## config.mk

```make
export PLATFORM = sky130hd
export DESIGN_NAME = spi_xfer_ctrl
export DESIGN_NICKNAME = d
export VERILOG_FILES = /design/src/rtl/spi_xfer_ctrl.sv
export SDC_FILE = /design/constraint.sdc
export NUM_CORES = 1
export LEC_CHECK = 0
export CAP_MARGIN = 15
export CELL_PAD_IN_SITES_DETAIL_PLACEMENT = 1
export CELL_PAD_IN_SITES_GLOBAL_PLACEMENT = 2
export CORE_ASPECT_RATIO = 1.4
export CORE_MARGIN = 5
export CORE_UTILIZATION = 31
export CTS_CLUSTER_DIAMETER = 60
export DETAILED_ROUTE_END_ITERATION = 8
export MAX_ROUTING_LAYER = met4
export PLACE_DENSITY_LB_ADDON = 0.1
export SLEW_MARGIN = 20
export SYNTH_ARGS = -nofsm -noshare
export SYNTH_HDL_FRONTEND = slang
export SYNTH_SLANG_ARGS = --single-unit
```

## constraint.sdc

```tcl
create_clock -name clk -period 2.42 [get_ports clk]
set_clock_uncertainty 0.05 [all_clocks]
set_input_delay 0.484 -clock clk [delete_from_list [all_inputs] [get_ports clk]]
set_output_delay 0.484 -clock clk [all_outputs]
set_load 0.01 [all_outputs]
```

## src/rtl/spi_xfer_ctrl.sv

```systemverilog
// SPI master transfer sequencer: generates SCLK/CS_n and drives the PISO/SIPO
// shift-register controls for multi-word transmit or receive bursts.
module spi_xfer_ctrl #(
  parameter int WordLen = 8,
  parameter int DivW    = 8
) (
  input  logic            clk,
  input  logic            rst,
  input  logic            Start,
  input  logic            Dir,
  input  logic            CPOL,
  input  logic [DivW-1:0] ClkDiv,
  input  logic [7:0]      NumWords,
  input  logic            TxValid,
  output logic            TxReady,
  output logic            RxValid,
  output logic            SCLK,
  output logic            CS_n,
  output logic            EnPISO,
  output logic            LoadPISO,
  output logic            SCLKEdgeFlg,
  output logic            WordFlg,
  output logic            TristateMode,
  output logic            Busy,
  output logic            Done
);

  localparam int CntW = $clog2(WordLen + 1);
  localparam logic [CntW-1:0] LastBit = CntW'(WordLen - 1);

  typedef enum logic [2:0] {
    IDLE,
    WAIT_TX,
    LOAD,
    SHIFT,
    WORDEND,
    HOLD
  } state_e;

  state_e          state_q;
  logic            dir_q, cpol_q;
  logic [DivW-1:0] div_cfg_q, div_q;
  logic [7:0]      words_left_q;
  logic [CntW-1:0] bit_cnt_q;
  logic            sclk_q, cs_n_q, en_piso_q, load_piso_q;
  logic            edge_flg_q, word_flg_q, rx_valid_q, tristate_q, busy_q, done_q;

  logic div_wrap_d, trailing_d;
  assign div_wrap_d = (div_q == div_cfg_q);
  assign trailing_d = (sclk_q != cpol_q);

  // NOTE: one clocked process owns every register, so all assignments are
  // non-blocking; the async reset branch also clears counters and config.
  always_ff @(posedge clk or posedge rst) begin
    if (rst) begin
      state_q      <= IDLE;
      dir_q        <= 1'b0;
      cpol_q       <= 1'b0;
      div_cfg_q    <= '0;
      div_q        <= '0;
      words_left_q <= '0;
      bit_cnt_q    <= '0;
      sclk_q       <= 1'b0;
      cs_n_q       <= 1'b1;
      en_piso_q    <= 1'b0;
      load_piso_q  <= 1'b0;
      edge_flg_q   <= 1'b0;
      word_flg_q   <= 1'b0;
      rx_valid_q   <= 1'b0;
      tristate_q   <= 1'b0;
      busy_q       <= 1'b0;
      done_q       <= 1'b0;
    end else begin
      load_piso_q <= 1'b0;
      edge_flg_q  <= 1'b0;
      rx_valid_q  <= 1'b0;
      done_q      <= 1'b0;
      unique case (state_q)
        IDLE: begin
          cs_n_q    <= 1'b1;
          en_piso_q <= 1'b0;
          sclk_q    <= cpol_q;
          busy_q    <= 1'b0;
          // busy_q is still set during the Done cycle, which blocks a restart there
          if (Start && !busy_q) begin
            dir_q        <= Dir;
            cpol_q       <= CPOL;
            div_cfg_q    <= ClkDiv;
            words_left_q <= NumWords;
            tristate_q   <= Dir;
            busy_q       <= 1'b1;
            sclk_q       <= CPOL;
            if (Dir && !TxValid) begin
              state_q <= WAIT_TX;
            end else begin
              state_q     <= LOAD;
              cs_n_q      <= 1'b0;
              en_piso_q   <= 1'b1;
              load_piso_q <= Dir;
            end
          end
        end
        WAIT_TX: begin
          if (TxValid) begin
            state_q     <= LOAD;
            cs_n_q      <= 1'b0;
            en_piso_q   <= 1'b1;
            load_piso_q <= dir_q;
          end
        end
        LOAD: begin
          state_q   <= SHIFT;
          bit_cnt_q <= '0;
          div_q     <= '0;
        end
        SHIFT: begin
          if (div_wrap_d) begin
            div_q  <= '0;
            sclk_q <= ~sclk_q;
            if (trailing_d) begin
              edge_flg_q <= 1'b1;
              bit_cnt_q  <= bit_cnt_q + CntW'(1);
              if (bit_cnt_q == LastBit) begin
                state_q    <= WORDEND;
                word_flg_q <= 1'b1;
                rx_valid_q <= ~dir_q;
              end
            end
          end else begin
            div_q <= div_q + DivW'(1);
          end
        end
        WORDEND: begin
          if (words_left_q == 8'd0) begin
            // The WORDEND cycle is the first of the ClkDiv+1 chip-select hold cycles.
            state_q    <= HOLD;
            word_flg_q <= 1'b0;
            en_piso_q  <= 1'b0;
            div_q      <= '0;
            cs_n_q     <= (div_cfg_q == '0);
          end else if (!dir_q || TxValid) begin
            state_q      <= LOAD;
            words_left_q <= words_left_q - 8'd1;
            word_flg_q   <= 1'b0;
            load_piso_q  <= dir_q;
          end
        end
        HOLD: begin
          if (cs_n_q) begin
            state_q <= IDLE;
            done_q  <= 1'b1;
          end else if (div_q == div_cfg_q - DivW'(1)) begin
            cs_n_q <= 1'b1;
          end else begin
            div_q <= div_q + DivW'(1);
          end
        end
        default: state_q <= IDLE;
      endcase
    end
  end

  assign TxReady      = load_piso_q;
  assign LoadPISO     = load_piso_q;
  assign RxValid      = rx_valid_q;
  assign SCLK         = sclk_q;
  assign CS_n         = cs_n_q;
  assign EnPISO       = en_piso_q;
  assign SCLKEdgeFlg  = edge_flg_q;
  assign WordFlg      = word_flg_q;
  assign TristateMode = tristate_q;
  assign Busy         = busy_q;
  assign Done         = done_q;

endmodule

```

* Word-level counts from Yosys, hierarchy flattened *
Cells that the tools add are included.

cells by class
  add/subtract/negate cells = 4
  reductions and logical operators = 25
  muxes and demuxes = 59
  divide/modulo/power cells = 0
  order comparisons = 0
  shift operators = 0
  equal/unequal tests = 21
  bitwise operators = 2
  multiply operators = 0

operator list
  cell                   number
  $mux W8                7
  $mux W1                32
  $pmux W8 S4            1
  $mux W3                8
  $ne A2 B2 Y1 const B   11
  $pmux W3 S6            1
  $eq A8 B8 Y1           2
  $logic_not A8 Y1       2
  $pmux W8 S2            1
  $sub A8 B1 Y8 const B  2
  $reduce_and A3 Y1      3
  $add A8 B1 Y8 const B  1
  $mux W4                2
  $pmux W4 S2            1
  $reduce_and A4 Y1      2
  $reduce_bool A2 Y1     4
  $reduce_bool A4 Y1     2
  $reduce_and A7 Y1      1
  $eq A3 B2 Y1 const B   2
  $eq A3 B3 Y1 const B   2
  $pmux W1 S3            2
  $reduce_and A5 Y1      1
  $add A4 B1 Y4 const B  1
  $eq A4 B3 Y1 const B   1
  other kinds (13)       19

storage, ports and cells
  bits in read-only memories = 0
  memories = 0
  output and inout bits = 11
  bits in writable memories = 0
  bits of input ports = 22
  bits in latches = 0
  bits in registers = 42

* Logic depth before layout (Yosys ltp) *
Gate-level depths: netlist of run 1.

  word-level depth = 5
  mapped depth = 8

* Least setup slack after synthesis of run 1 *
OpenSTA, ideal clock, no wires.

  path type = reg-to-reg
  from = reg div_cfg_q[0]
  to = reg div_q[7]
  path buffers = 0
  setup time = 0.122 ns
  cell stages (with the launch flop) = 8
  data required time = 2.248 ns
  data arrival time = 2.247 ns
  path slack = 0.002 ns
  cells stage by stage = dfrtp_1 -> inv_1 -> ha_1 -> xnor2_1 -> or4_4 -> a2111oi_4 -> nor2_4 -> a32o_1

on the way
  cells in the longest elaborated chain, start to end = 4

ends and longest elaborated chain
  item                                RTL line  text
  from (decl)                         42        logic [DivW-1:0] div_cfg_q, div_q;
  from (signal assigned)              88        div_cfg_q <= ClkDiv;
  $sub A8 B1 Y8                       152       end else if (div_q == div_cfg_q - DivW'(1)) begin
  $eq A8 B8 Y1                        152
  $ne A2 B2 Y1 (no source line)       n/a
  $reduce_and A4 Y1 (no source line)  n/a
  to (signal assigned)                130       div_q <= div_q + DivW'(1);
  to (signal assigned)                155       div_q <= div_q + DivW'(1);
  to (decl)                           42

Parallel ways exist; a longest one is shown, timed or not.
A chain may end at the register's enable or synchronous reset.

* Worst setup path in the final report of run 1 *
  from = reg div_q[4]
  to = reg bit_cnt_q[3]

on the way
  cells in the longest elaborated chain, start to end = 3

ends and longest elaborated chain
  item                                RTL line  text
  $eq A8 B8 Y1                        49        assign div_wrap_d = (div_q == div_cfg_q);
  $ne A2 B2 Y1 (no source line)       n/a
  $reduce_and A3 Y1 (no source line)  n/a
  to (signal assigned)                122       bit_cnt_q <= bit_cnt_q + CntW'(1);
  to (decl)                           44        logic [CntW-1:0] bit_cnt_q;

Every way passes these cells.

==> reports/results.tsv, run 1 <==
metric	value	unit
r2r_end	bit_cnt_q[3]	
rr_worst_depth	6	
coreArea	8150	sq um
start_util	31.8	%
drcViolationCount	0	
synth-seq-cells	42	
place_hpwl	5770	um
yosysWarnings	0	
drt_pre_antenna_iters	4	
cpPeakStageDelay	580	ps
first_global_vias	2558	
overflow	0	
cts_max_level	2	
arrival	2470	ps
reg2reg_slack	100	ps
fp.dieH	118	um
slew_violations	0	
crit_path_start	div_q[4]	
synth_top_area_cell	dfrtp_1	
path_class	reg -> reg	
tns	0	ps
syn_to_final_growth	30.0	%
die_x	87.2	um
fmax	0.431	GHz
wl_per_cell	17.4	um
clockBufferDepth	2	
synth_area_leaders	dfrtp_1 40%, o21ai_0 5.8%, mux2_2 4.4%	
syn_nets	315	
num_rows	39	
drive_gt1_share	16.5	%
grt_pass1_wl	13100	um
viasPerCell	5.29	
slowest_stage	or4_4	
setup_viol	0	
fill_cells	959	
pwr_density_cell	1180	nW/um^2
holdCritPathClass	in -> async	
grtUsageTotal	16.7	%
antenna_found_initial	0	
cts_setup_buffers	0	
cp.required	2580	ps
syn_area_per_cell	8.98	sq um
yosysUniqueCellTypes	54	
finalPower	3.96	mW
cts_root_buffer	clkbuf_16	
stdcell_count	441	
dp.cells	433	
drt_iter0_drc	61	
ir_drop	421	uV
via_count	2333	
nets	365	
yosysTopAreaCellShare	39.7	%
synth-async-reset-ratio	100	%
place_congestion	0.788	
total_leakage_power	1.44	nW
finalCriticalPeriod	2320	ps
dieArea	10300	sq um
crit_fanout	5	
ant_nets	0	
crit_path_cell_trace	xor2_1 -> or4_4 -> nor3_2 -> nand4_1 -> or3_1 -> o21ai_0	
rsz0062_at_grt	false	
synth-edff-count	0	
clock-sinks	42	
synth_ff_type	dfrtp_1	
worstSkewPairLatency	290	ps
worstMarginPinSlew	699	ps
grt_max_degree	43	
relSlewSlack	52.9	%
clk_pin_slew	60	ps
synthCells	288	
synth_area	2590	sq um
cts_tree	built	
wirelength	7690	um
seq_area_frac_synth	40.7	%
finalHoldViolCount	0	
cp-start-kind	flip-flop	
worstReg2RegStart	div_q[4]	
port_buffers	32	
end_kind	flip-flop	
antennaDiodeCount	0	
cts_buffers	5	
status	finished clean	
finalCritPeriodShare	95.8	%
io_pins	33	
maxCapViolCount	0	
==> critical path, delay by kind of cell (launching register included) <==
kind            cells  cell delay, ps
compound gates      1              80
xor+xnor            1             210
flops               1             420
simple gates        4            1470
==> power breakdown <==
group,internal (mW),switching [mW]
Combinational,0.913,1.06
Clock,0.488,0.284
Sequential,0.955,0.258
Total,2.36,1.61
==> worst max-delay path by stage <==
| stage | depth (start not counted) | endpoint |
|---|---|---|
| after floorplan | 7 | div_q[7] |
| after global placement | 8 | state_q[2] |
| after detailed placement | 8 | div_q[2] |
| after CTS | 8 | div_q[5] |
| after global routing | 9 | div_q[5] |
| final | 6 | bit_cnt_q[3] |
==> synthesized netlist by cell type, types with 3 or more instances <==
master	count
mux2_2	10
inv_1	13
nor2_1	20
mux2i_1	3
ha_1	5
a211o_1	6
nand3_1	10
xor2_1	6
a21oi_1	19
a32o_1	6
xnor2_1	7
nor4_1	6
o21ai_0	30
nand2b_1	9
and3_1	5
or2_2	3
nand2_1	30
nand4_1	3
nor3_1	3
dfrtp_1	41
clkbuf_1	11
==> through the flow <==
step | setup slack, ps | utilization [%] | hold slack [ps] | area [sq um]
2_1_floorplan | 1.76 | - | 433 | 2590
3_3_place_gp | 51.1 | 39.2 | 466 | 3190
3_5_place_dp | 57.0 | 39.2 | 467 | 3190
4_1_cts | 43.5 | 41.2 | 498 | 3360
5_1_grt | 4.22 | 41.3 | 509 | 3360
6_report | 101 | 41.3 | 486 | 3360
==> sequential cells by signal (all words and copies together) (netlist names), 3 cells and up <==
signal        count
state_q           3
bit_cnt_q         4
div_q             8
div_cfg_q         8
words_left_q      8
==> cells by family (layout without fill, tap and decap cells) <==
kind of cell    after synthesis  after routing  synth area share [%]
xor+xnor                     13             13                  4.40
compound gates               81             81                  20.8
simple gates                105            105                  21.4
mux                          14             14                  5.95
flops                        42             42                  40.7
buf+inv                      28             79                  4.30
fa+ha+maj                     5              5                  2.42
==> timing repair <==
action	in CTS	in global routing
endpoints found under the setup margin	0	7
gates resized for setup	0	2
hold buffers	0	0
==> layout make-up <==
cell class	instances	area [sq um]	share of cell area, %
clock inverters	1	30.0	0.893
repair buffers	58	541	16.1
flip-flops and latches	42	1050	31.3
well taps	102	128	3.79
inverters	13	48.8	1.45
clock buffers	7	133	3.94
multi-input cells	218	1430	42.5
==> per-layer routing <==
layer,routed length [um],up-vias,GRT usage (%)
li1,-,1132,-
met1,3170,1165,18.8
met2,4160,24,29.0
met3,164,12,2.38
met4,199,0,6.62
met5,0,-,-
==> layout by cell type (no fill, tap or decap), types with 5 or more instances in the layout <==
cell	instances
nand3_1	10
xor2_1	6
nor2_1	20
a32o_1	6
dfrtp_1	40
and3_1	5
inv_1	12
mux2_2	10
nand2b_1	9
clkbuf_16	5
a21oi_1	19
nand2_1	30
clkdlybuf4s50_1	32
buf_4	24
xnor2_1	7
o21ai_0	30
a211o_1	6
nor4_1	5
ha_1	5
Note: power is estimated with default switching activity, not from simulation.
==> run 2: changes to the inputs <==
- CORE_UTILIZATION: 31 -> 39
- DONT_BUFFER_PORTS: not set -> 1
- clock period: 2.42 -> 2.2 ns (I/O delays scaled with it)
==> run 2 against run 1 <==
- total power increased by 11%
- largest cell class unchanged
- critical endpoint is now div_q[5]
- via count down 1.0%
- utilization up 7.7 points
- global-route usage grew 2.8 points
- critical path depth grew 2
==> reports/results.tsv, run 2 (same netlist as run 1, synthesis figures left out) <==
metric	value	unit
layout_setup_ws	10.1	ps
cts_root_buffer	clkbuf_8	
drive_gt1_share	27.9	%
tns	0	ps
arrival	2330	ps
maxCapViolCount	0	
worstMarginPinSlew	563	ps
die_x	78.8	um
setup_viol	0	
ant_nets	0	
cts_max_level	2	
num_rows	35	
first_global_vias	2560	
stdcell_count	404	
drt_pre_antenna_iters	4	
cp.required	2340	ps
post-place-ws	-106	ps
fp.dieH	106	um
grt_pass1_wl	12500	um
worstSkewPairLatency	300	ps
final_common_cell	buf_4	
antenna_found_initial	0	
cp-start-kind	flip-flop	
cp.depth	8	
fin_hold_ws	103	ps
rr_worst_depth	8	
dpl_cell_area	2950	sq um
fin_area	3200	sq um
rsz0062_at_grt	true	
coreArea	6530	sq um
clk_pin_slew	90	ps
fin_util	49.0	%
reg_top3	div_cfg_q x8, div_q x8, words_left_q x8	
holdCritPathClass	in -> async	
syn_to_final_growth	23.5	%
clock-sinks	42	
finalCriticalPeriod	2190	ps
status	finished clean	
place_congestion	0.793	
drt_iter0_drc	63	
io_pins	33	
ir_drop	454	uV
cts_tree	built	
overflow	0	
dp.cells	390	
drcViolationCount	0	
pwr_density_cell	1380	nW/um^2
end_kind	flip-flop	
slew_violations	0	
place_hpwl	5670	um
dieArea	8390	sq um
port_buffers	0	
relSlewSlack	62.5	%
path_buf_inv	2	
cpPeakStageDelay	490	ps
wl_per_cell	18.6	um
fmax	0.457	GHz
slowest_stage	or4_4	
finalCritPeriodShare	99.5	%
cts_buffers	5	
finalPower	4.40	mW
crit_fanout	8	
clockBufferDepth	2	
path_class	reg -> reg	
start_util	39.7	%
finalHoldViolCount	0	
cp_top_family	simple AND/OR/NAND/NOR gates	
wirelength	7520	um
nets	356	
cts_hold_buf	0	
grtUsageTotal	19.5	%
antennaDiodeCount	0	
via_count	2309	
crit_path_cell_trace	inv_1 -> ha_4 -> xnor2_2 -> or4_4 -> a2111oi_4 -> buf_6 -> nor2_4 -> a32o_1	
viasPerCell	5.72	
layout_common_cells	45 x buf_4, 38 x dfrtp_1, 30 x nand2_1	
total_leakage_power	1.43	nW
grt_max_degree	43	
run 2: changes by cell type in the layout (fill, tap and decap cells not counted), moves of 3 or more:
cell             before  now
clkbuf_16             5    0
buf_4                24   45
o21ai_0              30   27
buf_6                 0    4
clkdlybuf4s50_1      32    0
xnor2_1               7    4
clkbuf_8              0    6
xnor2_2               0    3
run 2: timing repair:
action | in CTS | in global routing
pin swaps | 1 | 2
gates cloned | 0 | 1
endpoints found under the setup margin | 11 | 15
endpoints found under the hold margin | 0 | 0
resized for setup | 11 | 16
buffers inserted | 2 | 3
run 2: path summary, 6_finish.rpt:
kind | slack, ps | from | end
max | 10 | div_cfg_q[0] | div_q[5]
min | 100 | rst | div_cfg_q[6]
max reg2reg | 10 | div_cfg_q[0] | div_q[5]
min reg2reg | 490 | bit_cnt_q[3] | bit_cnt_q[3]
max in group asynchronous | 1600 | rst | div_cfg_q[4]
min in group clk | 240 | CPOL | cpol_q
run 2: area by class of cell:
class	count	area [sq um]
fillers	767	3330
repair buffers	49	383
well taps	74	92.6
clock inverters	1	5.00
clock buffers	7	86.3
multi-input cells	218	1520
flip-flops and latches	42	1060
inverters	13	48.8
run 2: where the power goes:
group	internal [mW]	leakage, nW	switching (mW)
clock	0.254	0.0482	0.284
combinational	1.20	0.861	1.29
sequential	1.05	0.525	0.313
run 2: layer usage:
| layer | vias to the layer above | wire length [um] | GRT usage (%) | part of all wire, % |
|---|---|---|---|---|
| met5 | - | 0 | - | 0 |
| li1 | 1118 | - | - | - |
| met1 | 1160 | 2780 | 19.4 | 37 |
| met3 | 5 | 151 | 2.37 | 2.0 |
| met2 | 26 | 4500 | 39.1 | 60 |
| met4 | 0 | 85 | 4.79 | 1.1 |
